[src/rtl/adder_pkg.sv]
// Shared constants for the pipelined adder: opcode encodings and default sizing.
// Latency: n/a (package only).
// Backpressure: n/a (package only).
package adder_pkg;

  localparam logic OP_ADD = 1'b0;
  localparam logic OP_SUB = 1'b1;

  localparam int DEF_WIDTH = 8;
  localparam int DEF_LAT   = 2;

endpackage : adder_pkg

[src/rtl/adder_stage.sv]
// One enabled pipeline register holding a result slot (valid, sum, cout, ovf).
// Latency: 1 cycle when en is high; holds its contents while en is low.
// Backpressure: none of its own; the shared en from the top stalls every stage together.
// Ports: clk/rst_n (sync active-low), en, d_* slot in, q_* slot out.
module adder_stage
  import adder_pkg::*;
#(
  parameter int WIDTH = DEF_WIDTH
) (
  input  logic             clk,
  input  logic             rst_n,
  input  logic             en,
  input  logic             d_valid,
  input  logic [WIDTH-1:0] d_sum,
  input  logic             d_cout,
  input  logic             d_ovf,
  output logic             q_valid,
  output logic [WIDTH-1:0] q_sum,
  output logic             q_cout,
  output logic             q_ovf
);

  always_ff @(posedge clk) begin
    if (!rst_n) begin
      q_valid <= 1'b0;
      q_sum   <= '0;
      q_cout  <= 1'b0;
      q_ovf   <= 1'b0;
    end else if (en) begin
      // Bubbles move through as invalid slots; they are never squeezed out.
      q_valid <= d_valid;
      q_sum   <= d_sum;
      q_cout  <= d_cout;
      q_ovf   <= d_ovf;
    end
  end

endmodule : adder_stage

[src/rtl/pipe_adder.sv]
// Pipelined unsigned add/subtract with carry, signed-overflow flag and optional saturation.
// Latency: LAT cycles from accept to out_valid (compute register plus LAT-1 adder_stage slots).
// Backpressure: single global enable en = !out_valid || out_ready stalls the whole pipe; in_ready = en.
// Ports: in_valid/in_ready/a/b/op upstream; out_valid/out_ready/sum/cout/ovf downstream;
//        txn_cnt counts delivered results (16-bit, wraps).
module pipe_adder
  import adder_pkg::*;
#(
  parameter int WIDTH = DEF_WIDTH,
  parameter int LAT   = DEF_LAT,
  parameter int SAT   = 0
) (
  input  logic             clk,
  input  logic             rst_n,
  input  logic             in_valid,
  output logic             in_ready,
  input  logic [WIDTH-1:0] a,
  input  logic [WIDTH-1:0] b,
  input  logic             op,
  output logic             out_valid,
  input  logic             out_ready,
  output logic [WIDTH-1:0] sum,
  output logic             cout,
  output logic             ovf,
  output logic [15:0]      txn_cnt
);

  localparam int MSB = WIDTH - 1;

  logic en;
  assign en       = !out_valid || out_ready;
  assign in_ready = en;

  // ---------------------------------------------------------------------------
  // Compute: one WIDTH+1 bit adder serves both ops; subtract is a + ~b + 1,
  // so the top bit is carry for add and not-borrow (a >= b) for subtract.
  // ---------------------------------------------------------------------------
  logic [WIDTH-1:0] b_eff;
  logic [WIDTH:0]   raw;
  logic             raw_cout;
  logic             raw_ovf;
  logic [WIDTH-1:0] res_sum;

  always_comb begin
    b_eff    = (op == OP_SUB) ? ~b : b;
    raw      = {1'b0, a} + {1'b0, b_eff} + {{WIDTH{1'b0}}, op};
    raw_cout = raw[WIDTH];
    if (op == OP_SUB) begin
      raw_ovf = (a[MSB] != b[MSB]) && (raw[MSB] != a[MSB]);
    end else begin
      raw_ovf = (a[MSB] == b[MSB]) && (raw[MSB] != a[MSB]);
    end

    // Saturation only clamps the sum; cout/ovf keep describing the raw result.
    res_sum = raw[WIDTH-1:0];
    if (SAT != 0) begin
      if ((op == OP_ADD) && raw_cout) begin
        res_sum = '1;
      end else if ((op == OP_SUB) && !raw_cout) begin
        res_sum = '0;
      end
    end
  end

  // Pipeline slot wires: index 0 is the compute register, LAT-1 is the output.
  logic             pv [LAT];
  logic [WIDTH-1:0] ps [LAT];
  logic             pc [LAT];
  logic             po [LAT];

  logic             s0_valid;
  logic [WIDTH-1:0] s0_sum;
  logic             s0_cout;
  logic             s0_ovf;

  always_ff @(posedge clk) begin
    if (!rst_n) begin
      s0_valid <= 1'b0;
      s0_sum   <= '0;
      s0_cout  <= 1'b0;
      s0_ovf   <= 1'b0;
    end else if (en) begin
      s0_valid <= in_valid;
      s0_sum   <= res_sum;
      s0_cout  <= raw_cout;
      s0_ovf   <= raw_ovf;
    end
  end

  assign pv[0] = s0_valid;
  assign ps[0] = s0_sum;
  assign pc[0] = s0_cout;
  assign po[0] = s0_ovf;

  for (genvar i = 1; i < LAT; i++) begin : g_stage
    adder_stage #(
      .WIDTH (WIDTH)
    ) u_stage (
      .clk     (clk),
      .rst_n   (rst_n),
      .en      (en),
      .d_valid (pv[i-1]),
      .d_sum   (ps[i-1]),
      .d_cout  (pc[i-1]),
      .d_ovf   (po[i-1]),
      .q_valid (pv[i]),
      .q_sum   (ps[i]),
      .q_cout  (pc[i]),
      .q_ovf   (po[i])
    );
  end

  assign out_valid = pv[LAT-1];
  assign sum       = ps[LAT-1];
  assign cout      = pc[LAT-1];
  assign ovf       = po[LAT-1];

  // Delivered-result counter; natural 16-bit wrap.
  always_ff @(posedge clk) begin
    if (!rst_n) begin
      txn_cnt <= 16'h0000;
    end else if (out_valid && out_ready) begin
      txn_cnt <= txn_cnt + 16'h0001;
    end
  end

endmodule : pipe_adder

[config.mk]
export PLATFORM = sky130hd
export DESIGN_NAME = pipe_adder
export DESIGN_NICKNAME = d
export VERILOG_FILES = /design/src/rtl/adder_pkg.sv /design/src/rtl/adder_stage.sv /design/src/rtl/pipe_adder.sv
export SDC_FILE = /design/constraint.sdc
export NUM_CORES = 1
export LEC_CHECK = 0
export BUFFER_PORTS_ARGS = -buffer_cell sky130_fd_sc_hd__buf_2
export CELL_PAD_IN_SITES_DETAIL_PLACEMENT = 2
export CELL_PAD_IN_SITES_GLOBAL_PLACEMENT = 2
export CORE_MARGIN = 2
export CORE_UTILIZATION = 31
export CTS_CLUSTER_DIAMETER = 100
export CTS_CLUSTER_SIZE = 14
export DETAILED_ROUTE_END_ITERATION = 10
export PLACE_DENSITY_LB_ADDON = 0.1
export SLEW_MARGIN = 15
export SYNTH_ARGS = -nofsm -noshare
export SYNTH_HDL_FRONTEND = slang
export SYNTH_SLANG_ARGS = --single-unit
[constraint.sdc]
create_clock -name clk -period 2.1 [get_ports clk]
set_clock_uncertainty 0.2 [all_clocks]
set_input_delay 0 -clock clk [delete_from_list [all_inputs] [get_ports clk]]
set_output_delay 0 -clock clk [all_outputs]
set_load 0.01 [all_outputs]
# Word level (Yosys, flattened, before mapping)
# Cells that the tools add are included.
[word_totals]
inputBits = 21
register_bits = 38
elab_cells = 23
output_inout_bits = 28
[op_classes]
n_eq_ne = 3
bitwise_logic = 1
reduce_logical = 5
n_addsub = 3
muxes = 2
[op_table]
columns = ["cell", "n"]
rows = [
  ["16-bit by 1-bit adder with 16-bit output (second input constant)", 1],
  ["8-bit by 8-bit adder with 9-bit output", 1],
  ["9-bit by 1-bit adder with 9-bit output", 1],
  ["8-bit 2-to-1 mux", 1],
  ["8-bit NOT", 1],
  ["1-bit logical AND", 3],
  ["1-bit != test", 2],
  ["1-bit == test", 1],
  ["1-bit logical NOT", 1],
  ["1-bit logical OR", 1],
  ["1-bit 2-to-1 mux", 1],
]

# Depth between registers and ports, before layout
# Gate-level depths: netlist (run 1).
[depth]
depth_word = 7
ltp_mapped = 9
ltp_nobuf = 8

# Hierarchy
# Synthesis (run 1) repeated with hierarchy kept, for this count alone.
[hier_totals]
cells_unflattened = 220
hier_area_um2 = 2005.7
[by_module_without_submodules]
columns = ["mod", "area_each_um2", "seq_area_each_um2", "instances", "cells_each"]
rows = [
  ["pipe_adder", 1591.5, 540.5, 1, 185],
  ["adder_stage", 414.1, 220.2, 1, 35],
]

# Worst setup path before layout (run 1)
# OpenSTA, ideal clock, no wires.
[synth_path]
path_kind = "input port to flip-flop"
start = "input port op"
end = "register s0_ovf"
n_path_buf = 1
setup_ps = 72
setup_slack_ps = 283
arrival_time_ps = 1546
stages = 8
required_ps = 1828
path_cell_list = "buf_6 xor2_1 ha_1 a21oi_1 o21ai_2 a221o_1 o211ai_2 mux2i_1"
[synth_between]
elab_chain_len = 6
word_cells_on_any_way = 7
cone_classes = "add/sub: 2; eq/ne: 1; mux: 2; reduce/logical: 2"
[synth_rtl]
columns = ["item", "line", "rtl"]
rows = [
  ["start, declared", "pipe_adder.sv:19", "input logic op,"],
  ["8-bit 2-to-1 mux", "pipe_adder.sv:45", "b_eff = (op == OP_SUB) ? ~b : b;"],
  ["8-bit by 8-bit adder with 9-bit output", "pipe_adder.sv:46", "raw = {1'b0, a} + {1'b0, b_eff} + {{WIDTH{1'b0}}, op};"],
  ["9-bit by 1-bit adder with 9-bit output", "pipe_adder.sv:46", ""],
  ["1-bit != test", "pipe_adder.sv:49, pipe_adder.sv:51", ""],
  ["1-bit logical AND, on equally long branches", "pipe_adder.sv:51, pipe_adder.sv:49", ""],
  ["1-bit 2-to-1 mux (*)", "pipe_adder.sv:48", "if (op == OP_SUB) begin"],
  ["end signal, assigned", "pipe_adder.sv:86", "s0_ovf <= raw_ovf;"],
  ["end, declared", "pipe_adder.sv:74", "logic s0_ovf;"],
]
# Mark *: on every way between the ends. The rest lies on a longest branch, timed or not.
# A chain may end at the register's enable or synchronous reset.

# Worst setup path in the final report (run 1)
[layout_path]
start = "input port a[0]"
end = "register s0_sum[6]"
[layout_between]
elab_chain_len = 2
[layout_rtl]
columns = ["item", "line", "rtl"]
rows = [
  ["start, declared", "pipe_adder.sv:17", "input logic [WIDTH-1:0] a,"],
  ["8-bit by 8-bit adder with 9-bit output", "pipe_adder.sv:46", ""],
  ["9-bit by 1-bit adder with 9-bit output", "pipe_adder.sv:46", ""],
  ["end signal, assigned", "pipe_adder.sv:84", "s0_sum <= res_sum;"],
  ["end, declared", "pipe_adder.sv:72", "logic [WIDTH-1:0] s0_sum;"],
]
# No other way between the ends.

==> metrics.md, run 1 <==
| Metric | Value |
|---|---|
| Outcome | `complete, no violations` |
| Max clock buf depth | `2` |
| Initial Utilization | `0.325` |
| Final Worst Setup Slack | `0.0823 ns` |
| Largest net degree at the start of global routing | `24` |
| Final setup TNS | `0 ns` |
| Crit path kind | `in -> reg` |
| Final net count | `316` |
| Post-route cell area | `2500 um^2` |
| Max-slew headroom | `0.737` |
| Fmax | `0.496 GHz` |
| Syn Inst Count | `226` |
| RSZ-0062 raised after global routing | `false` |
| Commonest non-fill, non-tap cells in the layout | `48 x buf_2, 38 x nand2_1, 38 x dfxtp_1` |
| Routability cong. | `0.787` |
| Reg area | `761 um^2` |
| Crit-path max FO | `3` |
| Number of inserted diodes | `0` |
| Total core area | `6030 um^2` |
| Main synth FF type | `dfxtp_1` |
| Critical path required time | `2.12 ns` |
| DR vias/cell | `5.00` |
| PnR Total Power | `1.70 mW` |
| Global Route Usage Sum | `0.147` |
| Worst Setup End Kind | `flip-flop` |
| Simple-gate portion of the synthesized area | `0.244` |
| CTS tree | `built` |
| Top sig layer | `met4` |
| Max-cap violations | `0` |
| Least-Margin Pin Slew | `0.391 ns` |
| Leak | `1.11 nW` |
| Top cell type's share of synthesized area | `0.388` |
| Final Hold Vio Count | `0` |
| Fillers | `703` |
| Synth Area in Adders | `0.0613` |
| Most common cell after layout, fill and taps aside | `buf_2` |
| Metal-1 WL | `2220 um` |
| First-pass GRT wire length | `8590 um` |
| Tcrit/Tclk final | `0.961` |
| DP HPWL | `3900 um` |
| Post-CTS repair timing setup buffer count | `0` |
| Row Count | `28` |
| Root Buffer | `clkbuf_8` |
| Sequential-to-total area share from yosys stat | `0.388` |
| 1st-pass router iterations | `4` |
| Synth Area in Compound Gates | `0.160` |
| Largest family of logic cells by synthesized area | `simple AND/OR/NAND/NOR gates` |
| # DRC | `0` |
| Startpoint Class | `primary input` |
| Syn Nets | `256` |
| Combined area of the multi-input logic cells | `1140 um^2` |
| Routed WL per cell | `13.8 um` |
| DR WL met2 | `2590 um` |
| EDFF count, synth | `0` |
| Post-route ant nets | `0` |
| Placed inst area | `2300 um^2` |
| WL final | `5000 um` |
| HP Class | `in -> reg` |
| DIE WIDTH | `83.5 um` |
| Area grow syn2layout | `27.6%` |
| YS warnings | `0` |
| # setup viols final | `0` |
| Die area | `6980 um^2` |
| Post-synth ARST share | `0` |
| Worst slack at placement | `0.0494 ns` |
| CTS clk-pin slew, worst paths | `0.07 ns` |
| Num CTS Buffers | `5` |
| Minimum clock period | `2.02 ns` |
| Vias in the first global route | `1948` |
| Via Count | `1811` |
| Synth Area in XOR/XNOR | `0.0983` |
| PortBufs | `48` |
| Synth area leader | `dfxtp_1` |
| Clock sinks | `38` |
| Syn Area/Cell | `8.68 um^2` |
| Mux contribution to synthesized area | `0.0121` |
| DRT iter0 DRCs | `16` |
| Clk_lat worst skew | `0.28 ns` |
| GRT overflow | `0` |
| Worst VDD drop | `0.297 mV` |
| Largest cells by area after synthesis | `dfxtp_1 39%, nand2_1 7.3%, a21boi_0 5.4%, ha_1 5.1%, xnor2_1 4.9%` |
| Die H | `83.5 um` |
| Met3 WL post-DR | `152 um` |
| Distinct cells, synth | `38` |
| Number of H-tree levels | `2` |
| Post-synthesis register bit count | `38` |
| CP Data Arrival Time | `2.04 ns` |
| Number of top-level pins | `49` |
| Layout cell share with drive strength beyond 1 | `0.240` |
| Initial antenna violation count | `0` |
| Fin. max-slew vios | `0` |
| Synth Cell Area | `1960 um^2` |
| Power density cells | `681 nW/um^2` |
path summary, 6_finish.rpt:
check	startpoint	to	slack, ns	cells past startpoint
setup / recovery	a[0]	s0_sum[6]$_SDFFE_PN0P_	0.08	9
hold reg to reg	g_stage[1].u_stage.q_sum[1]$_SDFFE_PN0P_	g_stage[1].u_stage.q_sum[1]$_SDFFE_PN0P_	0.26	2
setup reg to reg	txn_cnt[0]$_SDFFE_PN0P_	txn_cnt[12]$_SDFFE_PN0P_	0.27	6
hold / removal	a[5]	s0_sum[5]$_SDFFE_PN0P_	0.06	4
synthesized netlist by cell type (2+ instances only):
cell type  number
or3_1           6
xor2_1         11
xnor2_1        11
o21a_1          3
clkbuf_1        5
nand3_1        13
nor2b_1         7
a21oi_1         5
inv_1           6
and3_1          6
buf_2           3
nand2_1        38
o21ai_0        11
o211a_1         2
and2_1         12
dfxtp_1        38
a211oi_1        2
ha_1            8
nand4_1         5
a21boi_0       14
nor2_1          2
nor3_1          2
worst max-delay path: stages:
cell and delay [ns]:
dlygate4sd3_1 0.53, buf_2 0.15, mux2i_4 0.18, fa_2 0.24, nor2b_1 0.07, o31a_1 0.26
o21a_1 0.20, or3_1 0.35, nand3_1 0.08
routing by layer:
metal | up-vias | global-route usage
met2 | 34 | 0.277
met4 | 0 | 0.0440
met5 | - | 0
met3 | 2 | 0.0227
li1 | 895 | -
met1 | 880 | 0.171
repair_timing:
action / CTS / global route
setup endpoints to repair: 0 / 1
gates resized for setup: 0 / 2
hold buffers: 8 / 0
endpoints found under the hold margin: 24 / 0
power by group:
group          switching [mW]  internal [mW]  leakage, nW  total (mW)
Combinational           0.171          0.156        0.746       0.328
Sequential             0.0261          0.771        0.310       0.797
Clock                   0.249          0.332       0.0575       0.581
Total                   0.446           1.26         1.11        1.70
through the flow:
stage | hold WS, ns | utilization | cells
global placement | 0.0610 | 0.382 | 346
finish | 0.0613 | 0.415 | 362
detailed placement | 0.0701 | 0.382 | 346
CTS | 0.0484 | 0.413 | 362
global route | 0.102 | 0.415 | 362
floorplan | -0.0526 | - | 226
cell families after synthesis:
| logic type | Yosys count |
|---|---|
| simple gates | 94 |
| compound gates | 45 |
| flops | 38 |
| xor+xnor | 22 |
| buf+inv | 16 |
| fa+ha+maj | 9 |
| mux | 2 |
state kept, by name (all words and copies together), names as in the netlist:
register and flops:
g_stage.u_stage.q_valid 1, g_stage.u_stage.q_ovf 1, s0_ovf 1, s0_valid 1, txn_cnt 16, s0_sum 8, s0_cout 1, g_stage.u_stage.q_cout 1
g_stage.u_stage.q_sum 8
final cells by class:
class	count	area share
Clock buffer	8	0.0440
Sequential cell	38	0.304
Tap cell	75	0.0375
Timing Repair Buffer	63	0.149
Inverter	6	0.00900
Multi-Input combinational cell	172	0.457
Note: power is estimated with default switching activity, not from simulation.
==> run 2, diff against run 1 <==
==> constraint.sdc (replaced) <==
create_clock -name clk -period 2.1 [get_ports clk]
set_clock_uncertainty 0.2 [all_clocks]
set_input_delay 0.42 -clock clk [delete_from_list [all_inputs] [get_ports clk]]
set_output_delay 0.42 -clock clk [all_outputs]
set_load 0.01 [all_outputs]
==> run 2 against run 1 <==
Net effect: final area rose by 1.2%; hold slack gained 0.14 ns; wire length fell by 0.42%; clock-buffer cell count down 1; sequential share of layout area shrank 0.36 points; sequential power about the same; first-iteration DRC count grew 130%; fmax decreased by 3.8%.
==> metrics.md, run 2 (synthesis gave the netlist of run 1 again) <==
| Metric | Value |
|---|---|
| Outcome | `complete, no violations` |
| First-pass GRT wire length | `8940 um` |
| Critical path required time | `2.13 ns` |
| Crit path buffers/inverters | `1` |
| Crit path depth | `8` |
| Critical path's largest stage delay | `0.37 ns` |
| Max-slew headroom | `0.694` |
| Layout cell share with drive strength beyond 1 | `0.286` |
| Final Non-Filler Cells | `369` |
| CP Cell Sequence | `buf_12, xor2_1, ha_1, nor2b_4, o31a_1, o21a_1, or3_1, nand3_1` |
| Final Hold Vio Count | `0` |
| PortBufs | `48` |
| Num CTS Buffers | `5` |
| CP top delay family | `simple AND/OR/NAND/NOR gates` |
| Final net count | `324` |
| Number of H-tree levels | `2` |
| Minimum clock period | `2.10 ns` |
| Worst slack at placement | `-0.275 ns` |
| Top sig layer | `met4` |
| Root Buffer | `clkbuf_8` |
| Commonest non-fill, non-tap cells in the layout | `46 x buf_2, 38 x nand2_1, 38 x dfxtp_1` |
| DR WL met2 | `2620 um` |
| Slowest-stage cell, CP | `or3_1` |
| Final Worst Setup Slack | `0.00210 ns` |
| Startpoint Class | `primary input` |
| Met3 WL post-DR | `190 um` |
| DR vias/cell | `5.01` |
| # DRC | `0` |
| R2R depth | `5` |
| Fin. max-slew vios | `0` |
| Post-route cell area | `2530 um^2` |
| Fillers | `724` |
| DRT iter0 DRCs | `36` |
| Initial antenna violation count | `0` |
| RSZ-0062 raised after global routing | `true` |
| Worst VDD drop | `0.213 mV` |
| Initial Utilization | `0.325` |
| Combined area of the multi-input logic cells | `1140 um^2` |
| 1st-pass router iterations | `2` |
| Worst hold stages | `3` |
| WL final | `4980 um` |
| Metal-1 WL | `2090 um` |
| Largest net degree at the start of global routing | `26` |
| Clock sinks | `38` |
| Number of top-level pins | `49` |
| Clk pwr share | `0.288` |
| Leak | `1.15 nW` |
| CTS Hold Bufs | `0` |
| Number of inserted diodes | `0` |
| Routed WL per cell | `13.5 um` |
| Max-cap violations | `0` |
| Crit-path max FO | `5` |
| Vias in the first global route | `1946` |
| Biggest regs | `txn_cnt: 16 flops, g_stage.u_stage.q_sum: 8 flops, s0_sum: 8 flops` |
| Power density cells | `648 nW/um^2` |
| DIE WIDTH | `83.5 um` |
| Cell Int Power | `1.19 mW` |
| Clk_lat worst skew | `0.29 ns` |
| Total core area | `6030 um^2` |
| Crit path kind | `in -> reg` |
| # setup viols final | `0` |
| Least-Margin Pin Slew | `0.455 ns` |
| Most common cell after layout, fill and taps aside | `buf_2` |
| Combinational power share | `0.227` |
| Dpl cells | `359` |
| Global Route Usage Sum | `0.154` |
| CP Data Arrival Time | `2.13 ns` |
| Max clock buf depth | `2` |
| Sw power | `0.450 mW` |
| HP Class | `in -> reg` |
| DP HPWL | `3920 um` |
| CTS clk-pin slew, worst paths | `0.07 ns` |
| Sw frac | `0.274` |
| Worst Setup End Kind | `flip-flop` |
| Placed inst area | `2410 um^2` |
| Area grow syn2layout | `29.2%` |
| PnR Total Power | `1.64 mW` |
| Die H | `83.5 um` |
| Fin util | `0.420` |
| Reg area | `761 um^2` |
| CTS tree | `built` |
| Reg with most FFs | `txn_cnt` |
| Routability cong. | `0.766` |
| Row Count | `28` |
| Die area | `6980 um^2` |
| Via Count | `1849` |
| GRT overflow | `0` |
| Post-route ant nets | `0` |
| Fmax | `0.477 GHz` |
| Tcrit/Tclk final | `0.999` |
| Sequential share of power | `0.485` |
| Largest register FFs | `16` |
-- run 2: path summary, 6_finish.rpt --
kind | start | endpoint | slack, ns
worst min-delay path | in_valid | s0_valid$_SDFFE_PN0P_ | 0.20
worst max-delay path | op | s0_sum[6]$_SDFFE_PN0P_ | 0.002
worst max register to register | txn_cnt[3]$_SDFFE_PN0P_ | txn_cnt[15]$_SDFFE_PN0P_ | 0.26
worst min register to register | g_stage[1].u_stage.q_sum[0]$_SDFFE_PN0P_ | g_stage[1].u_stage.q_sum[0]$_SDFFE_PN0P_ | 0.27
-- run 2: timing repair --
| action | CTS | global route |
|---|---|---|
| buffers inserted | 0 | 3 |
| resized for setup | 0 | 8 |
| endpoints found under the setup margin | 0 | 2 |
-- run 2: stage by stage --
stage                     hold WS (ns)  TNS (ns)
final                            0.201         0
after global routing             0.205   -0.0783
after CTS                        0.190         0
after detailed placement         0.262     -1.19
after global placement           0.253    -0.916
after floorplan                  0.241    -0.213
-- run 2: power groups by stage --
stage	Clock [mW]	Combinational (mW)	Sequential, mW
global placement	0	0.353	0.813
floorplan	0	0.216	0.818
CTS	0.500	0.366	0.797
detailed placement	0	0.363	0.814
finish	0.473	0.372	0.796
global route	0.523	0.426	0.805
-- run 2: metal layers --
layer / vias to the layer above / global-route usage
met5: - / 0
li1: 910 / -
met3: 6 / 0.0267
met1: 895 / 0.178
met4: 0 / 0.0528
met2: 38 / 0.284
-- run 2: layout make-up --
type | count | area share
clock buffer | 7 | 0.0301
inverter | 6 | 0.00889
multi-input combinational | 172 | 0.452
tap | 75 | 0.0371
timing repair buffer | 71 | 0.171
sequential | 38 | 0.300
-- run 2: tightest hold or removal path: cells and delay by family --
family                 cells  cell delay, ns
buffers and inverters      1            0.10
AO/OA/AOI/OAI              1            0.07
AND/OR/NAND/NOR            1            0.05
==> run 3, diff against run 2 <==
Settings changed: CELL_PAD_IN_SITES_DETAIL_PLACEMENT 2 to default, CELL_PAD_IN_SITES_GLOBAL_PLACEMENT 2 to default, CORE_UTILIZATION 31 to 45, PLACE_DENSITY from default to 0.72, PLACE_DENSITY_LB_ADDON 0.1 to default.
Clock period 2.1 ns to 1.85 ns, I/O delays scaled along.
==> run 3 against run 2 <==
Net effect: the run now ends with negative setup slack left; die area down 30%; power up 37%; hold slack worse by 0.081 ns; non-clock buffer count up 10; register-to-register slack worse by 0.14 ns; sequential power up 13%; final area up 8.0%; critical path depth up 1; largest cell class unchanged; largest power group unchanged.
==> metrics.md, run 3 (synthesis gave the netlist of run 1 again) <==
| Metric | Value |
|---|---|
| Outcome | `finished with violations` |
| Failing checks | `negative setup slack` |
| Crit path kind | `in -> reg` |
| Fmax | `0.523 GHz` |
| Largest net degree at the start of global routing | `23` |
| Most common cell after layout, fill and taps aside | `buf_2` |
| Tcrit/Tclk final | `1.03` |
| Startpoint Class | `primary input` |
| Routability cong. | `0.809` |
| Routed WL per cell | `11.6 um` |
| Final Worst Setup Slack | `-0.0615 ns` |
| Hold Slack | `0.120 ns` |
| Clock sinks | `38` |
| RSZ-0062 raised after global routing | `true` |
| Row Count | `24` |
| Max-slew headroom | `0.776` |
| Initial antenna violation count | `0` |
| Max clock buf depth | `2` |
| Least-Margin Pin Slew | `0.334 ns` |
| CP Data Arrival Time | `1.94 ns` |
| Vias in the first global route | `1755` |
| Post-route ant nets | `0` |
| GRT overflow | `0` |
| WL final | `4130 um` |
| Max-cap violations | `0` |
| Largest register FFs | `16` |
| Number of H-tree levels | `2` |
| Root Buffer | `clkbuf_8` |
| Final net count | `334` |
| Reg2Reg Setup Slack | `0.12 ns` |
| Initial Utilization | `0.460` |
| Biggest regs | `txn_cnt: 16 flops, g_stage.u_stage.q_sum: 8 flops, s0_sum: 8 flops` |
| Commonest non-fill, non-tap cells in the layout | `45 x buf_2, 37 x nand2_1, 37 x dfxtp_1` |
| DR vias/cell | `5.11` |
| DP HPWL | `3160 um` |
| Number of inserted diodes | `0` |
| Reg with most FFs | `txn_cnt` |
| Minimum clock period | `1.91 ns` |
| Final Hold Vio Count | `0` |
| CTS tree | `built` |
| Die H | `70.0 um` |
| Crit-path max FO | `6` |
| # setup viols final | `1` |
| # DRC | `0` |
| Area grow syn2layout | `39.4%` |
| Worst Setup End Kind | `flip-flop` |
| Layout cell share with drive strength beyond 1 | `0.354` |
| Via Count | `1826` |
| Num CTS Buffers | `5` |
| 1st-pass router iterations | `4` |
| PnR Total Power | `2.25 mW` |
| First-pass GRT wire length | `7230 um` |
| Power density cells | `824 nW/um^2` |
| Fin. max-slew vios | `0` |
| DIE WIDTH | `70.0 um` |
| DRT iter0 DRCs | `41` |
| PortBufs | `48` |
| Total core area | `4260 um^2` |
| Die area | `4900 um^2` |
| Critical path required time | `1.88 ns` |
| Clk_lat worst skew | `0.29 ns` |
| Global Route Usage Sum | `0.183` |
| Worst VDD drop | `0.399 mV` |
| Leak | `1.26 nW` |
| Number of top-level pins | `49` |
| CTS clk-pin slew, worst paths | `0.08 ns` |
| HP Class | `in -> reg` |
run 3: final timing paths:
| kind | from | end | cells after the start |
|---|---|---|---|
| setup / recovery | op | s0_ovf$_SDFFE_PN0P_ | 9 |
| hold / removal | in_valid | s0_valid$_SDFFE_PN0P_ | 3 |
| setup reg to reg | txn_cnt[3]$_SDFFE_PN0P_ | txn_cnt[9]$_SDFFE_PN0P_ | 4 |
| hold reg to reg | g_stage[1].u_stage.q_cout$_SDFFE_PN0P_ | g_stage[1].u_stage.q_cout$_SDFFE_PN0P_ | 2 |
run 3: worst max-delay path, stage by stage:
cell and delay, ns:
buf_12 0.12, xor2_4 0.18, ha_4 0.24, buf_6 0.11
nand2_2 0.05, o21ai_2 0.07, a221o_1 0.37, o211ai_2 0.22
mux2i_1 0.20
run 3: cell type report:
| type | count | area, um^2 |
|---|---|---|
| multi-input cells | 172 | 1230 |
| well taps | 52 | 65.1 |
| clock buffers | 6 | 82.6 |
| inverters | 6 | 22.5 |
| repair buffers | 81 | 515 |
| fillers | 368 | 1530 |
| flip-flops and latches | 38 | 762 |
| clock inverters | 2 | 60.1 |
run 3: metal layers:
| layer | global-route usage | part of all wire |
|---|---|---|
| met1 | 0.213 | 0.43 |
| met2 | 0.316 | 0.50 |
| met3 | 0.0491 | 0.051 |
| met4 | 0.0769 | 0.016 |
| met5 | 0 | 0 |
run 3: what timing repair did:
| action | CTS | global route |
|---|---|---|
| pin swaps | 8 | 17 |
| setup buffers | 4 | 2 |
| cloned | 0 | 0 |
| hold buffers | 0 | 0 |
| resized for setup | 9 | 19 |
| setup endpoints to repair | 6 | 9 |
run 3: power by group:
part / internal [mW] / switching [mW]
sequential: 0.875 / 0.0276
combinational: 0.261 / 0.227
clock: 0.575 / 0.287
total: 1.71 / 0.541
run 3: through the flow:
| stage | cell area (um^2) | setup TNS, ns | setup WS [ns] | cells | utilization |
|---|---|---|---|---|---|
| 2_1_floorplan | 1980 | -1.23 | -0.326 | 226 | - |
| 3_3_place_gp | 2440 | -2.23 | -0.420 | 344 | 0.573 |
| 3_5_place_dp | 2440 | -2.79 | -0.483 | 344 | 0.573 |
| 4_1_cts | 2650 | -0.398 | -0.153 | 356 | 0.621 |
| 5_1_grt | 2730 | -0.209 | -0.107 | 357 | 0.641 |
| 6_report | 2730 | -0.0615 | -0.0615 | 357 | 0.641 |
